## config.mk

```make
export PLATFORM = sky130hd
export DESIGN_NAME = axil_reg_slave
export DESIGN_NICKNAME = d
export VERILOG_FILES = /design/src/rtl/axil_reg_slave.sv
export SDC_FILE = /design/constraint.sdc
export NUM_CORES = 1
export LEC_CHECK = 0
export ABC_AREA = 1
export CORE_MARGIN = 8
export CORE_UTILIZATION = 40
export CTS_BUF_LIST = sky130_fd_sc_hd__clkbuf_16
export DETAILED_ROUTE_END_ITERATION = 8
export SYNTH_ARGS = -nofsm -noshare
export SYNTH_HDL_FRONTEND = slang
export SYNTH_SLANG_ARGS = --single-unit
export TNS_END_PERCENT = 10
```

## constraint.sdc

```tcl
create_clock -name s_axi_aclk -period 3.6 [get_ports s_axi_aclk]
set_input_delay 0.36 -clock s_axi_aclk [delete_from_list [all_inputs] [get_ports s_axi_aclk]]
set_output_delay 0.36 -clock s_axi_aclk [all_outputs]
set_load 0.02 [all_outputs]
```

## src/rtl/axil_reg_slave.sv

```systemverilog
// axil_reg_slave: AXI4-Lite register-bank slave with byte strobes and SLVERR on out-of-window access
module axil_reg_slave #(
    parameter int DATA_WIDTH = 32,
    parameter int ADDR_WIDTH = 8,
    parameter int RESP_WIDTH = 3,
    parameter int DEPTH      = 4,
    parameter int BASE_ADDR  = 0
) (
    input  logic                    s_axi_aclk,
    input  logic                    s_axi_areset,
    input  logic [ADDR_WIDTH-1:0]   s_axi_awaddr,
    input  logic                    s_axi_awvalid,
    output logic                    s_axi_awready,
    input  logic [DATA_WIDTH-1:0]   s_axi_wdata,
    input  logic [DATA_WIDTH/8:0]   s_axi_wstrb,
    input  logic                    s_axi_wvalid,
    output logic                    s_axi_wready,
    output logic [RESP_WIDTH-1:0]   s_axi_bresp,
    output logic                    s_axi_bvalid,
    input  logic                    s_axi_bready,
    input  logic [ADDR_WIDTH-1:0]   s_axi_araddr,
    input  logic                    s_axi_arvalid,
    output logic                    s_axi_arready,
    output logic [DATA_WIDTH-1:0]   s_axi_rdata,
    output logic [RESP_WIDTH-1:0]   s_axi_rresp,
    output logic                    s_axi_rvalid,
    input  logic                    s_axi_rready
);
    localparam int NB = DATA_WIDTH / 8;
    localparam int IW = DEPTH > 1 ? $clog2(DEPTH) : 1;
    localparam logic [RESP_WIDTH-1:0] OKAY   = '0;
    localparam logic [RESP_WIDTH-1:0] SLVERR = RESP_WIDTH'(2);

    function automatic logic in_range(input logic [ADDR_WIDTH-1:0] a);
        return int'(a) >= BASE_ADDR && int'(a) < BASE_ADDR + 4 * DEPTH;
    endfunction

    function automatic logic [IW-1:0] index(input logic [ADDR_WIDTH-1:0] a);
        return IW'((int'(a) - BASE_ADDR) / 4);
    endfunction

    logic [DATA_WIDTH-1:0] regs_q [DEPTH];
    logic                  aw_held_q, aw_held_d, w_held_q, w_held_d;
    logic [ADDR_WIDTH-1:0] aw_addr_q;
    logic [DATA_WIDTH-1:0] w_data_q;
    logic [NB-1:0]         w_strb_q;
    logic                  awready_q, wready_q, arready_q;
    logic                  bvalid_q, bvalid_d, rvalid_q, rvalid_d;
    logic [RESP_WIDTH-1:0] bresp_q, bresp_d, rresp_q, rresp_d;
    logic [DATA_WIDTH-1:0] rdata_q, rdata_d;
    logic                  aw_fire, w_fire, ar_fire, commit, wr_ok, rd_ok;
    logic [ADDR_WIDTH-1:0] wr_addr;
    logic [DATA_WIDTH-1:0] wr_data;
    logic [NB-1:0]         wr_strb;
    logic                  unused_strb_msb;

    assign unused_strb_msb = s_axi_wstrb[NB];

    // The write commits on whichever edge completes the AW/W pair, taking each half from its holding register or the bus.
    always_comb begin
        aw_fire   = s_axi_awvalid & awready_q;
        w_fire    = s_axi_wvalid & wready_q;
        ar_fire   = s_axi_arvalid & arready_q;
        wr_addr   = aw_held_q ? aw_addr_q : s_axi_awaddr;
        wr_data   = w_held_q ? w_data_q : s_axi_wdata;
        wr_strb   = w_held_q ? w_strb_q : s_axi_wstrb[NB-1:0];
        commit    = (aw_held_q | aw_fire) & (w_held_q | w_fire);
        wr_ok     = in_range(wr_addr);
        rd_ok     = in_range(s_axi_araddr);
        aw_held_d = ~commit & (aw_held_q | aw_fire);
        w_held_d  = ~commit & (w_held_q | w_fire);
        bvalid_d  = commit | (bvalid_q & ~s_axi_bready);
        bresp_d   = commit ? (wr_ok ? OKAY : SLVERR) : bresp_q;
        rvalid_d  = ar_fire | (rvalid_q & ~s_axi_rready);
        rresp_d   = ar_fire ? (rd_ok ? OKAY : SLVERR) : rresp_q;
        rdata_d   = ar_fire ? (rd_ok ? regs_q[index(s_axi_araddr)] : '0) : rdata_q;
    end

    always_ff @(posedge s_axi_aclk) begin
        if (s_axi_areset) begin
            aw_held_q <= 1'b0;
            w_held_q  <= 1'b0;
            aw_addr_q <= '0;
            w_data_q  <= '0;
            w_strb_q  <= '0;
            awready_q <= 1'b0;
            wready_q  <= 1'b0;
            arready_q <= 1'b0;
            bvalid_q  <= 1'b0;
            rvalid_q  <= 1'b0;
            bresp_q   <= '0;
            rresp_q   <= '0;
            rdata_q   <= '0;
            for (int i = 0; i < DEPTH; i++) regs_q[i] <= '0;
        end else begin
            aw_held_q <= aw_held_d;
            w_held_q  <= w_held_d;
            if (aw_fire) aw_addr_q <= s_axi_awaddr;
            if (w_fire) begin
                w_data_q <= s_axi_wdata;
                w_strb_q <= s_axi_wstrb[NB-1:0];
            end
            awready_q <= ~aw_held_d & ~bvalid_d;
            wready_q  <= ~w_held_d & ~bvalid_d;
            arready_q <= ~rvalid_d;
            bvalid_q  <= bvalid_d;
            rvalid_q  <= rvalid_d;
            bresp_q   <= bresp_d;
            rresp_q   <= rresp_d;
            rdata_q   <= rdata_d;
            if (commit && wr_ok)
                for (int b = 0; b < NB; b++)
                    if (wr_strb[b]) regs_q[index(wr_addr)][8*b +: 8] <= wr_data[8*b +: 8];
        end
    end

    assign s_axi_awready = awready_q;
    assign s_axi_wready  = wready_q;
    assign s_axi_arready = arready_q;
    assign s_axi_bvalid  = bvalid_q;
    assign s_axi_bresp   = bresp_q;
    assign s_axi_rvalid  = rvalid_q;
    assign s_axi_rresp   = rresp_q;
    assign s_axi_rdata   = rdata_q;
endmodule

```

==> qor.csv, run 1 <==
stage,metric,value,unit
critical_path,cp-endpoint,regs_q[0][7],
finish,layout.nets,1149,
clock_tree,hold_buffers,0,
clock_tree,path_clk_slew,60,ps
sta,setup_slack,971,ps
outcome,status,completed,
critical_path,crit_start,w_held_q,
sta,hold_viol_final,0,
synthesis,syn_inst,1014,
clock_tree,htreeDepth,1,
route,routed_via_density,4.85,
sta,rsz0062_at_grt,no,
pwr,cellLeakagePower,0.00454,uW
floorplan,num_rows,55,
sta,tightestPinTransition,1090,ps
place,pre_cts_ws,701,ps
clock_tree,cts_buffer_depth,3,
global_routing,grt_pass1_wl,33900,microns
critical_path,cp_slowest_cell,dfxtp_2,
critical_path,cp_max_fo,26,
global_routing,grt_max_degree,69,
critical_path,worstSetupStartpointType,flop,
route,dr.first_iter.drc_count,525,
pwr,power.density,469,nW/um^2
hold_path,hp-class,primary input to flop,
critical_path,timing.rr.start,w_held_q,
floorplan,floorplan.initialDensity,40.9,%
clock_tree,clockRootBuffer,clkbuf_16,
sta,relSlewSlack,27.6,%
clock_tree,cts_resized,0,
sta,drv_slew,0,
synthesis,synth_seq_cells,211,
pwr,worst_ir_drop_vdd,278,uV
critical_path,end_kind,flop,
place,io_buffers,93,
critical_path,cp.depth,9,
floorplan,die_h,168,microns
route,drt-pass1-iter-count,5,
critical_path,path_cells,inv_2 -> nand2_2 -> nand2_2 -> a21oi_4 -> nand2_2 -> nand3_2 -> buf_4 -> nand4_4 -> nand2_1,
critical_path,crit_family,simple AND/OR/NAND/NOR gates,
route,remaining_drc_errors,0,
critical_path,slowest_delay,600,ps
route,drtAntennaViolNets,0,
synthesis,synth_area,9250,sq um
global_routing,grt_pass1_vias,6472,
floorplan,die_w,168,microns
clock_tree,cts_inserted_buffers,23,
clock_tree,clkSinkCount,211,
finish,drive_gt1_share,7.24,%
global_routing,antenna_found_initial,0,
sta,fin_crit_sh,73.0,%
sta,tns,0,ps
route,wire_per_inst,15.0,microns
synthesis,seq_area_frac_synth,59.5,%
clock_tree,insertion_delay,500,ps
job,maxCapViolations,0,
sta,clock-skew-final,8.97,ps
global_routing,grt-ovfl-total,0,
sta,period_needed,2630,ps
route,drt_wl_total,20800,microns
floorplan,coreArea,22600,sq um
route,vias,6736,
critical_path,crit_buf_inv,2,
finish,syn2layout_area_growth,19.2,%
synthesis,ys_types,30,
global_routing,gr-usage-all-layers,14.6,%
synthesis,yosys_warnings,0,
clock_tree,cts_tree,yes,
sta,max_freq,380,MHz
floorplan,dieArea,28200,sq um
synthesis,avgSynthCellArea,9.12,sq um
critical_path,r2r_end,regs_q[0][7],
place,dp_hpwl,14100,microns
clock_tree,post-cts-setup-buffer-count,0,
critical_path,r2r_cells,9,
floorplan,pin_count,103,
finish,antenna_cells,0,
sta,setup_viol,0,
critical_path,r2r_setup_slack,970,ps
place,gp_congestion,0.719,
critical_path,cp_common_cell,nand2_2,
critical_path,crit_required,3750,ps
critical_path,worstSetupPathType,flop to flop,
critical_path,arrival,2780,ps
==> worst min-delay path by stage <==
stage / startpoint / endpoint / slack, ps / cells after the start
floorplan: w_strb_q[1] / w_strb_q[1] / 450 / 2
global placement: s_axi_rdata[21] / s_axi_rdata[21] / 450 / 2
detailed placement: s_axi_rdata[8] / s_axi_rdata[8] / 460 / 2
CTS: s_axi_wdata[14] / w_data_q[14] / 410 / 3
global route: s_axi_wdata[14] / w_data_q[14] / 440 / 3
finish: s_axi_wdata[19] / w_data_q[19] / 420 / 3
==> per-layer routing <==
metal	global-route usage, %	up-vias	routed length [microns]
met5	0	-	0
met4	4.08	0	356
met3	2.46	26	1050
met2	22.3	153	8840
met1	21.0	3066	10600
li1	-	3491	-
==> metrics by stage <==
step	utilization [%]	cells	instance area (sq um)	hold WS, ps	power [uW]
CTS	48.7	1390	11000	409	5220
detailed placement	45.8	1349	10400	456	3180
global placement	45.8	1349	10400	452	3170
global route	48.7	1390	11000	442	5370
floorplan	-	1017	9260	455	3020
finish	48.7	1390	11000	425	5170
==> placed cells by master (no fill, tap or decap), drive strengths merged <==
master         instances
buf                   15
clkinv                11
o32ai                 32
o21ai                114
nor3b                  1
or2                    1
nand3                  3
a21oi                 70
clkinvlp               1
nand4                 13
edfxtp               128
nor2                 255
inv                  122
nand2                137
nor4                   1
conb                   4
dfxtp                 83
clkdlybuf4s50         91
clkbuf                23
==> area by class of cell <==
type / count / area [sq um]
multi-input cells: 631 / 3060
clock inverters: 18 / 72.6
fillers: 2162 / 11600
inverters: 116 / 435
well taps: 285 / 357
flip-flops and latches: 211 / 5510
clock buffers: 23 / 576
repair buffers: 106 / 1020
==> registers in the layout (all words and copies together) (netlist names) <==
| name | flops |
|---|---|
| w_data_q | 32 |
| s_axi_rresp | 1 |
| w_strb_q | 4 |
| aw_addr_q | 6 |
| aw_held_q | 1 |
| s_axi_awready | 1 |
| s_axi_bvalid | 1 |
| s_axi_rvalid | 1 |
| w_held_q | 1 |
| s_axi_wready | 1 |
| regs_q | 128 |
| s_axi_arready | 1 |
| s_axi_rdata | 32 |
| s_axi_bresp | 1 |
==> worst min-delay path: stages <==
cell	delay [ps]
clkdlybuf4s50_1	390
inv_1	70
a21oi_1	60
==> synthesized netlist by cell type <==
| master | n | area [sq um] |
|---|---|---|
| nor2_1 | 255 | 957 |
| nand2_1 | 133 | 499 |
| edfxtp_1 | 128 | 3840 |
| inv_1 | 111 | 417 |
| o21ai_0 | 90 | 450 |
| dfxtp_1 | 83 | 1660 |
| a21oi_1 | 69 | 345 |
| clkbuf_1 | 44 | 165 |
| o32ai_1 | 32 | 280 |
| o21ai_2 | 13 | 114 |
| o21ai_1 | 11 | 55.1 |
| nand4_4 | 10 | 213 |
| buf_4 | 5 | 37.5 |
| buf_1 | 4 | 15.0 |
| inv_2 | 4 | 15.0 |
| nand2_2 | 4 | 25.0 |
| buf_2 | 3 | 15.0 |
| nand3_1 | 2 | 10.0 |
| nand4_2 | 2 | 25.0 |
| a21oi_4 | 1 | 16.3 |
| buf_12 | 1 | 20.0 |
| buf_6 | 1 | 11.3 |
| clkbuf_4 | 1 | 7.51 |
| clkinv_1 | 1 | 3.75 |
| conb_1 | 1 | 3.75 |
| nand3_2 | 1 | 10.0 |
| nand4_1 | 1 | 6.26 |
| nor3b_1 | 1 | 7.51 |
| nor4_2 | 1 | 12.5 |
| or2_2 | 1 | 6.26 |
==> logic make-up after synthesis <==
logic type / share of synthesized area (%)
and+or+nand+nor: 19.2
AOI/OAI and AO/OA: 13.6
DFF: 59.5
buffers and inverters: 7.64
other: 0.0405
==> report_power, final <==
group	total (uW)	internal (uW)	switching [uW]
Sequential	2700	2650	41.8
Combinational	428	153	275
Clock	2040	1150	894
(Power assumes the default switching activity.)
==> run 2: changes to the inputs <==
Clock period 3.6 ns to 2.5 ns, I/O delays scaled along.
==> run 2 against run 1 <==
Net effect: die area unchanged; via count up 2.9%; sequential power rose by 43%; critical path depth up 1; combinational power increased by 65%; design area increased by 5.6%; non-clock buffer count increased by 39; clock power is 64% higher; register-to-register slack lost 620 ps; clock-buffer cell count did not move; hold slack lost 120 ps; global-route usage rose by 0.64 points; largest power group unchanged.
==> qor.csv, run 2 (synthesis results as in run 1) <==
stage,metric,value,unit
outcome,status,completed,
finish,final_common_cell,nor2_1,
job,maxCapViolations,0,
finish,register_area,5510,sq um
clock_tree,cts_resized,0,
place,dp_hpwl,14800,microns
sta,clock-skew-final,17.2,ps
route,dr.first_iter.drc_count,531,
route,drt-pass1-iter-count,5,
route,drtAntennaViolNets,0,
finish,largest_register_ffs,128,
clock_tree,cts_buffer_depth,3,
critical_path,cp_max_fo,19,
pwr,clockPowerShare,42.2,%
route,routed_via_density,4.85,
critical_path,worstSetupPathType,flop to flop,
pwr,p_seq_share,48.9,%
sta,tightestPinTransition,623,ps
floorplan,die_h,168,microns
sta,relSlewSlack,58.0,%
route,drt_wl_total,21400,microns
pwr,cellLeakagePower,0.00483,uW
pwr,worst_ir_drop_vdd,385,uV
floorplan,floorplan.initialDensity,40.9,%
pwr,p_comb_share,8.9,%
sta,drv_slew,0,
sta,setup_slack,350,ps
hold_path,hp-class,primary input to flop,
clock_tree,hold_buffers,0,
place,gp_congestion,0.730,
sta,fin_crit_sh,86.0,%
clock_tree,path_clk_slew,60,ps
route,remaining_drc_errors,0,
route,vias,6931,
global_routing,gr-usage-all-layers,15.2,%
clock_tree,clkSinkCount,211,
floorplan,die_w,168,microns
sta,rsz0062_at_grt,no,
clock_tree,clockRootBuffer,clkbuf_16,
global_routing,grt-ovfl-total,0,
finish,finalCoreUtilization,51.4,%
place,io_buffers,93,
floorplan,num_rows,55,
floorplan,dieArea,28200,sq um
sta,max_freq,465,MHz
sta,fin_hold_ws,300,ps
sta,period_needed,2150,ps
critical_path,end_kind,flop,
finish,fill_cells,2101,
clock_tree,post-cts-setup-buffer-count,0,
sta,hold_viol_final,0,
global_routing,grt_max_degree,69,
route,wire_per_inst,15.0,microns
place,pre_cts_ws,93.9,ps
global_routing,grt_pass1_vias,6737,
critical_path,worstSetupStartpointType,flop,
clock_tree,insertion_delay,510,ps
global_routing,grt_pass1_wl,35200,microns
finish,top_register,regs_q,
floorplan,pin_count,103,
global_routing,antenna_found_initial,0,
pwr,switching_share,23.1,%
finish,antenna_cells,0,
finish,drive_gt1_share,11.0,%
clock_tree,cts_tree,yes,
floorplan,coreArea,22600,sq um
clock_tree,cts_inserted_buffers,23,
finish,final_cell_mix,"255 x nor2_1, 133 x nand2_1, 128 x edfxtp_1",
critical_path,arrival,2370,ps
pwr,p_switching,1830,uW
finish,multi_input_area,3060,sq um
sta,tns,0,ps
pwr,power.density,681,nW/um^2
pwr,p_total,7920,uW
sta,setup_viol,0,
finish,layout.nets,1188,
critical_path,crit_required,2720,ps
pwr,p_int,6090,uW
clock_tree,htreeDepth,1,
finish,syn2layout_area_growth,25.9,%
==> run 2: stage by stage <==
stage / std cells / area [sq um]
detailed placement: 1388 / 10900
floorplan: 1017 / 9260
global route: 1430 / 11600
finish: 1430 / 11600
global placement: 1388 / 10900
CTS: 1430 / 11600
==> run 2: layer usage <==
metal  wire (microns)  up-vias  global-route usage, %
met5                0        -                      0
li1                 -     3568                      -
met1            10400     3178                   21.4
met2             9360      167                   23.8
met3             1390       18                   2.95
met4              279        0                   3.61
==> run 2: area by class of cell <==
class	count	area share, %
flip-flops and latches	211	47.3
multi-input cells	631	26.3
repair buffers	145	13.2
clock buffers	23	4.94
inverters	116	3.74
well taps	285	3.06
clock inverters	19	1.44
==> run 2: final timing paths <==
path	slack, ps	end	from	depth (start not counted)
max	350	regs_q[1][17]	aw_held_q	10
min	300	w_data_q[16]	s_axi_wdata[16]	3
max reg2reg	350	regs_q[1][17]	aw_held_q	10
min reg2reg	460	s_axi_rdata[11]	s_axi_rdata[11]	2
==> run 2: power by group through the flow <==
stage | Combinational (uW) | Clock (uW) | Sequential, uW
finish | 707 | 3340 | 3870
detailed placement | 713 | 0 | 3950
global placement | 704 | 0 | 3940
global route | 789 | 3570 | 3890
CTS | 717 | 3430 | 3870
floorplan | 399 | 0 | 3950
==> run 2: worst max-delay path, cell delays in order, from the launching register on <==
cell	delay, ps
dfxtp_1	450
inv_1	110
nand2_2	110
nand2_2	90
a21oi_4	160
nand2_2	80
nand3_2	120
buf_4	320
nand4_4	140
nand2_1	140
buf_12	140
